<file path="config.mk">
export PLATFORM = sky130hd
export DESIGN_NAME = vga_timing_monitor
export DESIGN_NICKNAME = d
export VERILOG_FILES = /design/src/rtl/vga_timing_monitor.sv
export SDC_FILE = /design/constraint.sdc
export NUM_CORES = 1
export LEC_CHECK = 0
export ABC_AREA = 1
export BUFFER_PORTS_ARGS = -buffer_cell sky130_fd_sc_hd__buf_2
export CORE_UTILIZATION = 40
export DETAILED_ROUTE_END_ITERATION = 7
export PLACE_DENSITY = 0.64
export SLEW_MARGIN = 20
export SYNTH_ARGS = -nofsm -noshare
export SYNTH_HDL_FRONTEND = slang
export SYNTH_SLANG_ARGS = --single-unit
</file>
<file path="constraint.sdc">
create_clock -name sys_clk -period 4.61 [get_ports sys_clk]
set_input_delay 0.6915 -clock sys_clk [delete_from_list [all_inputs] [get_ports sys_clk]]
set_output_delay 0.6915 -clock sys_clk [all_outputs]
set_load 0.03 [all_outputs]
</file>
<file path="src/rtl/vga_timing_monitor.sv">
// rtl/vga_timing_monitor.sv - VGA sync timing monitor with lock detection and pixel coordinate output
//
// Purpose:
//   Measures incoming VGA hsync/vsync timing on pixel ticks (pix_ce). It produces
//   active-area pixel coordinates and registered colour, and reports the measured
//   line length and frame height. It flags timing mismatches and declares lock
//   after LOCK_FRAMES consecutive clean frames.
//
// Ports:
//   sys_clk     in   1   system clock
//   rst         in   1   asynchronous active-high reset
//   pix_ce      in   1   pixel-tick enable, one sys_clk wide
//   vga_h       in   1   horizontal sync, active-low
//   vga_v       in   1   vertical sync, active-low
//   RGB         in  12   pixel colour {R,G,B}
//   pix_x       out 10   active-area x coordinate, 0 outside active area
//   pix_y       out 10   active-area y coordinate, 0 outside active area
//   active      out  1   sampled pixel lies in the active area
//   rgb_out     out 12   registered colour, 0 when not active
//   frame_start out  1   one-sys_clk pulse on each vsync falling edge
//   locked      out  1   timing matches parameters
//   h_meas      out 10   last measured line length
//   v_meas      out 10   last measured frame height
//   timing_err  out  1   one-sys_clk pulse on a length mismatch or sync loss
//   frame_sum   out 24   active-pixel checksum of the last frame
//
// Optional feature macro: VGA_MON_FRAME_SUM_EN enables the frame checksum
// accumulator; without it frame_sum is tied to 0.

module vga_timing_monitor #(
    parameter int H_TOTAL     = 800,
    parameter int V_TOTAL     = 525,
    parameter int H_ACT_START = 144,
    parameter int H_ACT_LEN   = 640,
    parameter int V_ACT_START = 35,
    parameter int V_ACT_LEN   = 480,
    parameter int LOCK_FRAMES = 2
) (
    input  logic        sys_clk,
    input  logic        rst,
    input  logic        pix_ce,
    input  logic        vga_h,
    input  logic        vga_v,
    input  logic [11:0] RGB,
    output logic [9:0]  pix_x,
    output logic [9:0]  pix_y,
    output logic        active,
    output logic [11:0] rgb_out,
    output logic        frame_start,
    output logic        locked,
    output logic [9:0]  h_meas,
    output logic [9:0]  v_meas,
    output logic        timing_err,
    output logic [23:0] frame_sum
);

    localparam logic [9:0] CNT_MAX       = 10'd1023;
    localparam logic [9:0] CNT_PRE_MAX   = 10'd1022;
    localparam logic [9:0] LP_H_TOTAL    = 10'(H_TOTAL);
    localparam logic [9:0] LP_V_TOTAL    = 10'(V_TOTAL);
    localparam logic [9:0] LP_H_ACT_BEG  = 10'(H_ACT_START);
    localparam logic [9:0] LP_H_ACT_END  = 10'(H_ACT_START + H_ACT_LEN - 1);
    localparam logic [9:0] LP_V_ACT_BEG  = 10'(V_ACT_START);
    localparam logic [9:0] LP_V_ACT_END  = 10'(V_ACT_START + V_ACT_LEN - 1);
    localparam int         GOOD_W        = (LOCK_FRAMES < 2) ? 1 : $clog2(LOCK_FRAMES + 1);
    localparam logic [GOOD_W-1:0] LP_LOCK = GOOD_W'(LOCK_FRAMES);

    typedef enum logic [1:0] {
        SEARCH = 2'd0,
        TRACK  = 2'd1,
        LOCKED = 2'd2
    } state_t;

    // Synchronizers (run every sys_clk) and edge-detect history (pix_ce only)
    logic [1:0]  r_h_sync;
    logic [1:0]  r_v_sync;
    logic [11:0] r_rgb_s1;
    logic [11:0] r_rgb_s2;
    logic        r_h_prev;
    logic        r_v_prev;

    // Counters, measurement validity and outputs
    logic [9:0]  r_h_cnt;
    logic [9:0]  r_v_cnt;
    logic        r_h_seen;
    logic        r_v_seen;
    logic [9:0]  r_pix_x;
    logic [9:0]  r_pix_y;
    logic        r_active;
    logic [11:0] r_rgb_out;
    logic        r_frame_start;
    logic        r_timing_err;
    logic [9:0]  r_h_meas;
    logic [9:0]  r_v_meas;

    state_t            r_state;
    state_t            w_state_nxt;
    logic [GOOD_W-1:0] r_good;
    logic [GOOD_W-1:0] w_good_nxt;
    logic [GOOD_W-1:0] w_good_inc;

    logic        w_h_s;
    logic        w_v_s;
    logic        w_h_fall;
    logic        w_v_fall;
    logic [9:0]  w_h_inc;
    logic [9:0]  w_v_inc;
    logic [9:0]  w_h_next;
    logic [9:0]  w_v_next;
    logic        w_active;
    logic        w_h_err;
    logic        w_v_err;
    logic        w_sync_loss;
    logic        w_mismatch;

    always_ff @(posedge sys_clk or posedge rst) begin
        if (rst) begin
            r_h_sync <= 2'b11;
            r_v_sync <= 2'b11;
            r_rgb_s1 <= 12'd0;
            r_rgb_s2 <= 12'd0;
        end else begin
            r_h_sync <= {r_h_sync[0], vga_h};
            r_v_sync <= {r_v_sync[0], vga_v};
            r_rgb_s1 <= RGB;
            r_rgb_s2 <= r_rgb_s1;
        end
    end

    // The counter values after this tick are the coordinates of the pixel
    // sampled on this tick, so the hsync falling tick is pixel 0 of its line.
    always_comb begin
        w_h_s       = r_h_sync[1];
        w_v_s       = r_v_sync[1];
        w_h_fall    = r_h_prev & ~w_h_s;
        w_v_fall    = r_v_prev & ~w_v_s;
        w_h_inc     = (r_h_cnt == CNT_MAX) ? CNT_MAX : r_h_cnt + 10'd1;
        w_v_inc     = (r_v_cnt == CNT_MAX) ? CNT_MAX : r_v_cnt + 10'd1;
        w_h_next    = w_h_fall ? 10'd0 : w_h_inc;
        w_v_next    = w_v_fall ? 10'd0 : (w_h_fall ? w_v_inc : r_v_cnt);
        w_active    = (w_h_next >= LP_H_ACT_BEG) && (w_h_next <= LP_H_ACT_END) &&
                      (w_v_next >= LP_V_ACT_BEG) && (w_v_next <= LP_V_ACT_END);
        // A length is only checked once a previous edge has opened the
        // measurement window; counts started by reset or sync loss are partial.
        w_h_err     = w_h_fall & r_h_seen & (w_h_inc != LP_H_TOTAL);
        w_v_err     = w_v_fall & r_v_seen & (w_v_inc != LP_V_TOTAL);
        // Fires only on the tick that takes h_cnt into saturation.
        w_sync_loss = ~w_h_fall & (r_h_cnt == CNT_PRE_MAX);
        w_mismatch  = w_h_err | w_v_err | w_sync_loss;
    end

    always_ff @(posedge sys_clk or posedge rst) begin
        if (rst) begin
            r_h_prev  <= 1'b1;
            r_v_prev  <= 1'b1;
            r_h_cnt   <= 10'd0;
            r_v_cnt   <= 10'd0;
            r_h_seen  <= 1'b0;
            r_v_seen  <= 1'b0;
            r_h_meas  <= 10'd0;
            r_v_meas  <= 10'd0;
            r_pix_x   <= 10'd0;
            r_pix_y   <= 10'd0;
            r_active  <= 1'b0;
            r_rgb_out <= 12'd0;
        end else if (pix_ce) begin
            r_h_prev <= w_h_s;
            r_v_prev <= w_v_s;
            r_h_cnt  <= w_h_next;
            r_v_cnt  <= w_v_next;
            if (w_sync_loss) begin
                r_h_seen <= 1'b0;
                r_v_seen <= 1'b0;
            end else begin
                if (w_h_fall) begin
                    r_h_seen <= 1'b1;
                end
                if (w_v_fall) begin
                    r_v_seen <= 1'b1;
                end
            end
            if (w_h_fall) begin
                r_h_meas <= w_h_inc;
            end
            if (w_v_fall) begin
                r_v_meas <= w_v_inc;
            end
            r_active  <= w_active;
            r_pix_x   <= w_active ? (w_h_next - LP_H_ACT_BEG) : 10'd0;
            r_pix_y   <= w_active ? (w_v_next - LP_V_ACT_BEG) : 10'd0;
            r_rgb_out <= w_active ? r_rgb_s2 : 12'd0;
        end
    end

    // Pulses are rebuilt every sys_clk so they last exactly one clock.
    always_ff @(posedge sys_clk or posedge rst) begin
        if (rst) begin
            r_frame_start <= 1'b0;
            r_timing_err  <= 1'b0;
        end else begin
            r_frame_start <= pix_ce & w_v_fall;
            r_timing_err  <= pix_ce & w_mismatch;
        end
    end

    always_ff @(posedge sys_clk or posedge rst) begin
        if (rst) begin
            r_state <= SEARCH;
            r_good  <= '0;
        end else begin
            r_state <= w_state_nxt;
            r_good  <= w_good_nxt;
        end
    end

    always_comb begin
        w_state_nxt = r_state;
        w_good_nxt  = r_good;
        w_good_inc  = r_good + GOOD_W'(1);
        if (pix_ce) begin
            case (r_state)
                SEARCH: begin
                    // The frame ending here started before we were watching,
                    // so it only opens tracking and never counts as good.
                    if (!w_mismatch && w_v_fall) begin
                        w_state_nxt = TRACK;
                        w_good_nxt  = '0;
                    end
                end
                TRACK: begin
                    if (w_mismatch) begin
                        w_state_nxt = SEARCH;
                        w_good_nxt  = '0;
                    end else if (w_v_fall) begin
                        w_good_nxt = w_good_inc;
                        if (w_good_inc == LP_LOCK) begin
                            w_state_nxt = LOCKED;
                        end
                    end
                end
                LOCKED: begin
                    if (w_mismatch) begin
                        w_state_nxt = SEARCH;
                        w_good_nxt  = '0;
                    end
                end
                default: begin
                    w_state_nxt = SEARCH;
                    w_good_nxt  = '0;
                end
            endcase
        end
    end

`ifdef VGA_MON_FRAME_SUM_EN
    logic [23:0] r_acc;
    logic [23:0] r_frame_sum;

    // The vsync tick's pixel belongs to the new frame, so it seeds the accumulator.
    always_ff @(posedge sys_clk or posedge rst) begin
        if (rst) begin
            r_acc       <= 24'd0;
            r_frame_sum <= 24'd0;
        end else if (pix_ce) begin
            if (w_v_fall) begin
                r_frame_sum <= r_acc;
                r_acc       <= w_active ? {12'd0, r_rgb_s2} : 24'd0;
            end else if (w_active) begin
                r_acc <= r_acc + {12'd0, r_rgb_s2};
            end
        end
    end

    assign frame_sum = r_frame_sum;
`else
    assign frame_sum = 24'd0;
`endif

    assign pix_x       = r_pix_x;
    assign pix_y       = r_pix_y;
    assign active      = r_active;
    assign rgb_out     = r_rgb_out;
    assign frame_start = r_frame_start;
    assign locked      = (r_state == LOCKED);
    assign h_meas      = r_h_meas;
    assign v_meas      = r_v_meas;
    assign timing_err  = r_timing_err;

endmodule

</file>
==> impl_metrics.ini <==
[global_routing]
grt_use_total = 0.188
gr-total-overflow = 0
first_global_vias = 4197
grt_max_degree = 85
antenna_found_initial = 0
grt_pass1_wl_mm = 20.5

[flow_run]
timing.max_cap.violations = 0

[critical_path]
crit_buf_inv = 5
crit_chain = ha_1 > inv_1 > nor2_2 > nand3_1 > nand2_1 > inv_1 > nor2_1 > inv_1 > ha_1 > a21oi_1 > nor2_1 > nand3_1 > nand2_1 > inv_1 > nand4_2 > buf_4 > o21ai_0
cp-end-kind = register
critical_path.slowest_cell = dfrtp_1
cp.arrival_ns = 3.79
path_delay_family = simple AND/OR/NAND/NOR gates
critical_path_class = register to register
reg2reg_setup_slack_ns = 1.09
crit_required_ns = 4.88
max_stage_delay_ns = 0.50
crit_fanout = 24
crit_top_cell = inv_1
cp-start-kind = register

[clock_tree]
htree_levels = 3
cts.root.buffer_cell = clkbuf_16
cts_tree = yes
cts_buffer_depth = 2
cts.sinks = 111
cts_setup_buffers = 0
clkLatencyLatePin_ns = 0.36
hold_buffers = 0
cts_buffers = 9
ctsResizeCount = 0
clk_pin_slew_worst_paths_ns = 0.07

[floorplan]
core_um2 = 12800
die_w_um = 117
rows = 41
design.die.area_um2 = 13800
start_util = 0.416
ioPinCount = 97
chipHeight_um = 117

[yosys]
yosys_warnings = 0
synth-seq-cells = 111
syn_inst = 628
avgSynthCellArea_um2 = 8.49
synth_top_area_share = 0.493
netlist-cell-type-count = 34
synth_area_leaders = dfrtp_1 (49%), nand2_1 (13%), o21ai_0 (5.4%)
ys_seq_area_frac = 0.522
synth_area_um2 = 5330
synth_top_cell_by_area = dfrtp_1

[detailed_routing]
routed_wl_mm = 11.7
firstDrtPassIters = 5
viasPerCell = 4.81
vias = 4201
wire_per_inst_um = 13.5
drt-initial-drc-count = 225
route.detailed.drc = 0
ant_nets = 0

[timing]
tns_ns = 0
worst_slack_ns = 1.09
grt_setup_unrepaired = no
final-max-slew-violation-count = 0
min_period_ns = 3.52
hold_violations = 0
worstMarginPinSlew_ns = 0.725
fmax_mhz = 284
timing.slew.headroom = 0.517
finClkSkew_ns = 0.00793
setup_viol = 0
fin_crit_sh = 0.764

[finish]
antenna_cells = 0
nets = 722
nFillCells = 1284
final_util = 0.471
area_growth_pct = 13.2
drive_above_1_share = 0.184

[min_path]
hp-class = register to register

[power]
peakVddDrop_uv = 381
total_leakage_power_uw = 0.00312
power_density_nw_per_um2 = 428

[placed_design]
place_hpwl_mm = 8.49
port_buffers = 72
place_ws_ns = 1.15
place.gp.congestion = 0.872

[outcome]
status = finished clean
[synth_stat cells (all sizes together)]
| cell | n |
|---|---|
| nand2 | 181 |
| dfrtp | 105 |
| o21ai | 76 |
| inv | 69 |
| nor2 | 45 |
| nand3 | 39 |
| buf | 31 |
| a21oi | 14 |
| clkbuf | 11 |
| nand4 | 10 |
| xor2 | 10 |
| ha | 9 |
| nor3 | 7 |
| dfstp | 6 |
| o211ai | 3 |
| o21a | 3 |
| xnor2 | 3 |
| nand3b | 2 |
| and2 | 1 |
| conb | 1 |
| o2111ai | 1 |
| or2 | 1 |
[final cells by class]
| class | instances | area (um2) | share of cell area |
|---|---|---|---|
| Clock inverter | 5 | 38.8 | 0.00642 |
| Tap cell | 172 | 215 | 0.0356 |
| Timing Repair Buffer | 76 | 390 | 0.0647 |
| Clock buffer | 11 | 243 | 0.0402 |
| Sequential cell | 111 | 2790 | 0.461 |
| Multi-Input combinational cell | 429 | 2100 | 0.348 |
| Inverter | 69 | 264 | 0.0437 |
[registers in the layout (all words and copies together) (netlist names), 10 cells and up]
name	cells
r_rgb_s1	12
r_rgb_s2	12
rgb_out	12
h_meas	10
pix_x	10
pix_y	10
r_h_cnt	10
r_v_cnt	10
v_meas	10
[per-stage QoR]
step	hold WS, ns	instance area [um2]	std cells	power, uW
2_1_floorplan	0.331	5420	651	1690
3_3_place_gp	0.332	5750	857	1840
3_5_place_dp	0.335	5750	857	1850
4_1_cts	0.350	6030	873	2610
5_1_grt	0.356	6040	873	2750
6_report	0.350	6040	873	2580
[placed cells by master (no fill, tap or decap), types with 4 or more instances in the layout]
| cell type | instances |
|---|---|
| inv_1 | 64 |
| inv_2 | 4 |
| o21ai_0 | 58 |
| buf_2 | 72 |
| o21ai_2 | 12 |
| a21oi_1 | 14 |
| ha_1 | 9 |
| buf_4 | 4 |
| nor2_1 | 38 |
| nand2_1 | 180 |
| nor3_1 | 7 |
| conb_1 | 24 |
| clkbuf_16 | 9 |
| dfstp_2 | 6 |
| nor2_2 | 5 |
| xor2_1 | 10 |
| nand3_1 | 36 |
| o21ai_1 | 6 |
| dfrtp_1 | 105 |
| nand4_1 | 8 |
[metal layers]
layer / vias to the layer above / wire (um) / global-route usage
met3: 15 / 737 / 0.0543
met2: 125 / 5210 / 0.287
met4: 0 / 184 / 0.0665
met1: 1971 / 5610 / 0.254
li1: 2090 / - / -
met5: - / 0 / 0
[power breakdown]
part / internal [uW] / leakage, uW / switching, uW
registers: 1080 / 0.00142 / 82.5
clock network: 386 / 0.000137 / 365
logic: 196 / 0.00156 / 471
total: 1660 / 0.00312 / 919
[cell families after synthesis]
family | share of synthesized area
AOI/OAI and AO/OA | 0.104
xor gates and xnor gates | 0.0213
adders and majority gates | 0.0211
buffers and inverters | 0.100
DFF | 0.522
other | 0.000703
and+or+nand+nor | 0.231
[path summary, 6_finish.rpt]
path                            cells after the start         from           to
max in group asynchronous                           3          rst    v_meas[4]
worst max-delay path                               17   r_h_cnt[0]  rgb_out[11]
worst min-delay path                                0  r_rgb_s1[3]  r_rgb_s2[3]
worst max register to register                     17   r_h_cnt[0]  rgb_out[11]
worst min register to register                      0  r_rgb_s1[3]  r_rgb_s2[3]
min in group asynchronous                           2          rst   rgb_out[7]
Power figures use the tool's default switching activity.
